$ cat src/rtl/sar_pkg.sv
// Shared types and defaults for the successive-approximation search controller.
package sar_pkg;

  localparam int unsigned DefaultWidth  = 16;
  localparam int unsigned DefaultSettle = 2;
  localparam int unsigned CntW          = 4;

  typedef enum logic [1:0] {
    StIdle,
    StSearch,
    StVerify,
    StDone
  } state_e;

endpackage

$ cat src/rtl/sar_search16.sv
// Successive-approximation search: recovers comparator input a by driving probes on input b.
// Optional early exit on an exact match is enabled by defining SAR_EARLY_EXIT_EN.
module sar_search16
  import sar_pkg::*;
#(
  parameter int unsigned WIDTH  = DefaultWidth,
  parameter int unsigned SETTLE = DefaultSettle
) (
  input  logic             clk,
  input  logic             reset,
  input  logic             start,
  input  logic             agreat,
  input  logic             bgreat,
  input  logic             equal,
  output logic [WIDTH-1:0] probe,
  output logic             busy,
  output logic             done,
  output logic [WIDTH-1:0] result,
  output logic             found
);

  localparam int unsigned     IdxW    = (WIDTH > 1) ? $clog2(WIDTH) : 1;
  localparam logic [WIDTH-1:0] One    = WIDTH'(1);
  localparam logic [WIDTH-1:0] Msb    = One << (WIDTH - 1);
  localparam logic [CntW-1:0]  LastCnt = CntW'(SETTLE - 1);

  state_e           state_q, state_d;
  logic [WIDTH-1:0] probe_q, probe_d;
  logic [WIDTH-1:0] acc_q, acc_d;
  logic [WIDTH-1:0] result_q, result_d;
  logic [IdxW-1:0]  idx_q, idx_d;
  logic [CntW-1:0]  cnt_q, cnt_d;
  logic             busy_q, busy_d;
  logic             done_q, done_d;
  logic             found_q, found_d;

  logic             slot_end;
  logic [WIDTH-1:0] kept;
  logic [IdxW-1:0]  idx_dec;

  assign slot_end = (cnt_q == LastCnt);
  // Probe always equals acc | trial bit during SEARCH, so keeping the bit means taking the probe.
  assign kept     = bgreat ? acc_q : probe_q;
  assign idx_dec  = idx_q - IdxW'(1);

  always_comb begin
    state_d  = state_q;
    probe_d  = probe_q;
    acc_d    = acc_q;
    result_d = result_q;
    idx_d    = idx_q;
    cnt_d    = cnt_q;
    busy_d   = busy_q;
    done_d   = 1'b0;
    found_d  = found_q;

    unique case (state_q)
      StIdle: begin
        if (start) begin
          probe_d = Msb;
          acc_d   = '0;
          idx_d   = IdxW'(WIDTH - 1);
          cnt_d   = '0;
          busy_d  = 1'b1;
          found_d = 1'b0;
          state_d = StSearch;
        end
      end
      StSearch: begin
        if (!slot_end) begin
          cnt_d = cnt_q + CntW'(1);
        end else begin
          cnt_d = '0;
          acc_d = kept;
          if (idx_q != '0) begin
            idx_d   = idx_dec;
            probe_d = kept | (One << idx_dec);
          end else begin
            probe_d = kept;
            state_d = StVerify;
          end
`ifdef SAR_EARLY_EXIT_EN
          if (equal) begin
            probe_d  = probe_q;
            result_d = probe_q;
            found_d  = 1'b1;
            done_d   = 1'b1;
            busy_d   = 1'b0;
            state_d  = StDone;
          end
`endif
        end
      end
      StVerify: begin
        if (!slot_end) begin
          cnt_d = cnt_q + CntW'(1);
        end else begin
          cnt_d    = '0;
          result_d = acc_q;
          found_d  = equal & ~agreat & ~bgreat;
          done_d   = 1'b1;
          busy_d   = 1'b0;
          state_d  = StDone;
        end
      end
      StDone: begin
        state_d = StIdle;
      end
      default: state_d = StIdle;
    endcase
  end

  always_ff @(posedge clk or posedge reset) begin
    if (reset) begin
      state_q  <= StIdle;
      probe_q  <= '0;
      acc_q    <= '0;
      result_q <= '0;
      idx_q    <= '0;
      cnt_q    <= '0;
      busy_q   <= 1'b0;
      done_q   <= 1'b0;
      found_q  <= 1'b0;
    end else begin
      state_q  <= state_d;
      probe_q  <= probe_d;
      acc_q    <= acc_d;
      result_q <= result_d;
      idx_q    <= idx_d;
      cnt_q    <= cnt_d;
      busy_q   <= busy_d;
      done_q   <= done_d;
      found_q  <= found_d;
    end
  end

  assign probe  = probe_q;
  assign busy   = busy_q;
  assign done   = done_q;
  assign result = result_q;
  assign found  = found_q;

endmodule

$ cat config.mk
export PLATFORM = sky130hd
export DESIGN_NAME = sar_search16
export DESIGN_NICKNAME = d
export VERILOG_FILES = /design/src/rtl/sar_pkg.sv /design/src/rtl/sar_search16.sv
export SDC_FILE = /design/constraint.sdc
export NUM_CORES = 1
export LEC_CHECK = 0
export CORE_UTILIZATION = 60
export DETAILED_ROUTE_END_ITERATION = 6
export DONT_BUFFER_PORTS = 1
export GPL_TIMING_DRIVEN = 0
export MAX_ROUTING_LAYER = met4
export PLACE_DENSITY = 0.81
export SYNTH_ARGS = -nofsm -noshare
export SYNTH_HDL_FRONTEND = slang
export SYNTH_SLANG_ARGS = --single-unit
$ cat constraint.sdc
create_clock -name clk -period 2.4 [get_ports clk]
set_input_delay 0.24 -clock clk [delete_from_list [all_inputs] [get_ports clk]]
set_output_delay 0.24 -clock clk [all_outputs]
set_load 0.05 [all_outputs]
* Word level (Yosys, flattened, before mapping) *
Cells that the tools add are included.

storage, ports and cells
  flip-flop bits (word level) = 61
  input bits = 6
  output and inout bits = 35
  word-level logic and storage cells = 66

operators by class
  $add $sub $neg = 2
  eq/ne operators = 9
  shift operators = 1
  muxes and demuxes = 28
  bitwise gates (word level) = 5
  reductions and logical operators = 12

operators with widths
  cell                                                  number
  two-way mux 16 bit                                    6
  one-hot mux 16 bit (2 select lines)                   2
  two-way mux 4 bit                                     5
  bitwise OR 16 bit                                     1
  one-hot mux 4 bit (2 select lines)                    2
  left shift 1 x 4 -> 16 bit (first input constant)     1
  inequality test 2 bit (second input constant)         5
  two-way mux 2 bit                                     4
  one-hot mux 2 bit (4 select lines)                    1
  AND reduction 4 bit                                   2
  two-way mux 1 bit                                     6
  AND reduction 3 bit                                   2
  nonzero test 2 bit                                    3
  adder 4 x 1 -> 4 bit (second input constant)          1
  equality test 2 bit (second input constant)           2
  equality test 4 x 1 -> 1 bit (second input constant)  1
  one-hot mux 1 bit (2 select lines)                    2
  AND reduction 2 bit                                   2
  nonzero test 4 bit                                    1
  subtractor 4 x 1 -> 4 bit (second input constant)     1
  AND 1 bit                                             2
  equality test 2 x 1 -> 1 bit (second input constant)  1
  logical NOT 2 bit                                     1
  NOT 1 bit                                             2
  OR reduction 2 bit                                    1

* Depth between registers and ports, before layout *
  depth in word-level cells = 6
  gate-level depth with buffers = 9
  gate-level depth less buffers = 6

* Worst setup path before layout *
Ideal clock, no wire load.

  path kind = register to register
  from = reg state_q[0]
  to = reg probe_q[5] (netlist: probe[5])
  setup time = 0.126 ns
  arrival time = 1.738 ns
  required time = 2.274 ns
  slack = 0.536 ns
  stages on the path, launching flop included = 7
  buffers on the path = 0
  clock period less this slack = 1.864 ns
  path through = dfrtp_1 inv_1 ha_1 mux2_2 and2_1 a22o_1 a221o_1

on the way
  cells in the longest elaborated chain, start to end = 3
  elaborated cells on any way between the ends = 7
  those cells by class = eq/ne: 3; mux: 1; reduce/logical: 3

ends and longest elaborated chain
  element                                                                RTL line             RTL
  from (decl)                                                            sar_search16.sv:27   state_e state_q, state_d;
  from (signal assigned)                                                 sar_search16.sv:115  state_q <= StIdle;
  from (signal assigned)                                                 sar_search16.sv:125  state_q <= state_d;
  equality test 2 x 1 -> 1 bit or logical NOT 2 bit (tied branches)      sar_search16.sv:57   unique case (state_q)
  inequality test 2 bit (no line) or nonzero test 2 bit (tied branches)  -
  AND reduction 3 bit (no line)                                          -
  to (signal assigned)                                                   sar_search16.sv:126  probe_q <= probe_d;
  to (decl)                                                              sar_search16.sv:28   logic [WIDTH-1:0] probe_q, probe_d;

Several ways; a longest one is shown, not always the timed one.
A chain may end at the register's enable or synchronous reset.

* Worst setup path in the final report *
  from = reg state_q[0]
  to = reg acc_q[7]

on the way
  cells in the longest elaborated chain, start to end = 3
  elaborated cells on any way between the ends = 7
  those cells by class = eq/ne: 3; mux: 1; reduce/logical: 3

ends and longest elaborated chain
  element                                                                RTL line             RTL
  equality test 2 x 1 -> 1 bit or logical NOT 2 bit (tied branches)      sar_search16.sv:57
  inequality test 2 bit (no line) or nonzero test 2 bit (tied branches)  -
  AND reduction 3 bit (no line)                                          -
  to (signal assigned)                                                   sar_search16.sv:117  acc_q <= '0;
  to (signal assigned)                                                   sar_search16.sv:127  acc_q <= acc_d;
  to (decl)                                                              sar_search16.sv:29   logic [WIDTH-1:0] acc_q, acc_d;

Several ways; a longest one is shown, not always the timed one.

==> results by group <==
Status
  • Status: completed

Floorplan
  • Cell row count: 25
  • Die ar.: 5330 µm²
  • Die H: 73.0 µm
  • Core area: 4790 µm²
  • Starting Density: 0.632
  • Die X: 73.0 µm
  • Total I/O pin count: 41

Global routing
  • Initial antenna violation count: 0
  • Largest net degree at the start of global routing: 34
  • First-pass GRT wire length: 10,100 µm
  • Grt total ovfl: 0
  • Total Routing Usage GR: 0.268
  • Vias in the first global route: 2,075

Route
  • WL final: 6220 µm
  • WL/cell: 17.6 µm
  • Avg Vias per Cell: 6.18
  • First-pass DRT Iterations: 4
  • Vias: 2,189
  • DRC viols: 0
  • Remaining antenna violation count after routing: 0
  • Initial DRC Count: 189

Logic synthesis
  • Top cells by area, synth: dfrtp_1 (50%), mux2_1 (6.0%), a22o_1 (5.2%)
  • Sequential share of the synthesized area: 0.505
  • Largest family of logic cells by synthesized area: compound AO/OA/AOI/OAI gates
  • Synth Area in XOR/XNOR: 0
  • Synth area leader: dfrtp_1
  • Number of synthesized flops with an enable pin: 0
  • Complex-gate fraction of the synthesized area: 0.188
  • Post-Syn Area per Cell: 11.2 µm²
  • Post-synthesis mux area share: 0.0889
  • Synth Area in Simple Gates: 0.126
  • Netlist cell types: 52
  • Most common cell in the synthesized netlist: dfrtp_1
  • Fraction of registers with async set/reset: 1.00
  • Synth Flop Type: dfrtp_1
  • Post-synth top cells: dfrtp_1 (61), nand2_1 (24), a22o_1 (18)
  • Post-synth top area share: 0.505
  • Yosys Warn Count: 0
  • Gate Count Post-Synth: 270
  • Adder-cell share of the synthesized area: 0.0455
  • Synthesized flop and latch total: 61
  • Synth Net Count: 287
  • Synthesized area: 3030 µm²

Timing
  • Final Hold Fails: 0
  • # setup viols final: 0
  • RSZ-0062 raised after global routing: false
  • Fin Setup TNS: 0 ps
  • Setup Skew: 9.25 ps
  • Slew margin rel.: 0.606
  • Max-slew violations: 0
  • Slew @ Worst Pin: 588 ps
  • Minimum clock period: 2070 ps
  • Part of the cycle the worst path needs: 0.863
  • Final setup margin: 328 ps
  • Fmax: 483 MHz

Setup path
  • Slowest-stage cell, CP: mux2_2
  • Kind of end point of the critical path: register
  • CP Buf/Inv Count: 2
  • Worst setup path class: reg -> reg
  • Arr. time, crit path: 2360 ps
  • Maximum fanout along the worst path: 10
  • CP delay by family, top: compound AO/OA/AOI/OAI gates
  • CP cell instances: inv_1 > ha_1 > mux2_2 > o21ai_2 > a21o_1 > buf_2 > a22o_1
  • Critical path's largest stage delay: 400 ps
  • Worst path required time: 2680 ps
  • Crit path launch type: register

Pwr
  • Max VDD drop: 0.000788 V
  • Overall power: 3.73 mW
  • Static Leak: 1.59 nW
  • PD cells: 1130 nW/µm²

Clock tree
  • Clock transition at path regs: 70 ps
  • Clock Latency Late Sink: 350 ps
  • Clock sink total: 61
  • CTS root buffer: clkbuf_8
  • CTS max path bufs: 2
  • Setup Buffers After CTS: 0
  • CTS tree: yes
  • H-tree levels: 3
  • Num CTS Buffers: 9

Finish
  • Filler Cells Inserted: 370
  • Diode count: 0
  • Final instance area: 3300 µm²
  • Final Net Count: 300
  • Share of layout cells above drive strength 1: 0.143
  • P&R area growth vs syn: 9.22%

Placement
  • Gpl congestion: 0.922
  • PortBufs: 0
  • DP Wirelength: 4360 µm
  • Post-DP Area: 3130 µm²
  • Worst slack, placed: 344 ps

Worst hold path
  • Type of the most critical hold path: in -> reg

Flow run
  • # Max-Cap Violations: 0
==> worst paths after layout <==
kind                                         from                    end  slack [ps]  cells after the start
setup / recovery           state_q[0]$_DFFE_PP0P_   acc_q[7]$_DFFE_PP0P_         330                      7
hold / removal                              start      found$_DFFE_PP0P_          80                      2
setup reg to reg           state_q[0]$_DFFE_PP0P_   acc_q[7]$_DFFE_PP0P_         330                      7
hold reg to reg             acc_q[11]$_DFFE_PP0P_  acc_q[11]$_DFFE_PP0P_         520                      2
max in group asynchronous                   reset   cnt_q[2]$_DFFE_PP0P_        1390                      3
min in group asynchronous                   reset  result[8]$_DFFE_PP0P_         430                      2
==> report_power, final <==
part	total (mW)	leakage, nW	internal, mW	switching [mW]
logic	1.23	0.682	0.489	0.741
registers	1.72	0.815	1.20	0.518
clock network	0.779	0.0877	0.388	0.391
total	3.73	1.59	2.08	1.65
==> routing by layer <==
| layer | wire length (µm) | track usage | share of wire | vias to the layer above |
|---|---|---|---|---|
| met4 | 140 | 0.139 | 0.023 | 0 |
| met3 | 362 | 0.0635 | 0.058 | 21 |
| met1 | 2830 | 0.353 | 0.45 | 1080 |
| met2 | 2890 | 0.385 | 0.46 | 71 |
| li1 | - | - | - | 1017 |
| met5 | 0 | - | 0 | - |
==> layout make-up <==
class                           instances  area, µm²  share of cell area
Timing Repair Buffer                    2       30.0             0.00909
Inverter                               13       48.8              0.0148
Clock buffer                           10        138              0.0417
Multi-Input combinational cell        181       1360               0.410
Buffer                                 15       93.8              0.0284
Clock inverter                          5       27.5             0.00833
Tap cell                               67       83.8              0.0254
Sequential cell                        61       1530               0.462
==> per-stage QoR <==
stage,utilization,hold slack [ps],cells
2_1_floorplan,-,408,270
3_3_place_gp,0.650,429,337
3_5_place_dp,0.654,234,338
4_1_cts,0.690,81.0,354
5_1_grt,0.690,87.8,354
6_report,0.690,84.0,354
==> cells by family after synthesis <==
logic type	Yosys count
compound gates	77
mux	24
flops	61
simple gates	69
fa+ha+maj	11
buf+inv	28
==> registers in the layout, indices dropped and copies added (netlist names) <==
name	count
acc_q	16
busy	1
cnt_q	4
done	1
found	1
idx_q	4
probe	16
result	16
state_q	2
==> layout by cell type, fill, tap and decap left out, types with 2 or more instances in the layout <==
cell	Yosys	layout
a22oi_1	2	2
nand2b_1	3	3
nand4_1	2	2
clkbuf_1	4	4
a32o_1	2	2
o221ai_1	3	3
mux2i_1	4	4
or3b_1	2	2
mux2_1	16	16
o211ai_1	2	2
nand3_1	9	9
a21o_1	2	2
nand2_1	24	24
ha_1	11	11
buf_2	6	6
mux2_2	3	3
o21ai_0	6	6
a31oi_1	4	4
buf_4	2	2
o21ai_1	11	11
and2_1	7	7
inv_1	13	12
or3_1	2	2
a32oi_1	6	6
nor2_1	9	9
o22ai_1	2	2
o21ai_2	2	2
clkbuf_8	0	10
clkinv_2	0	4
buf_6	3	3
nor2b_1	2	2
dfrtp_1	61	61
a21oi_1	6	6
a221o_1	2	2
a22o_1	18	18
==> what timing repair did <==
action | CTS | global route
endpoints found under the hold margin | 28 | 0
resized for setup | 0 | 0
hold buffers | 1 | 0
No activity file was read; power rests on OpenSTA's default activity.
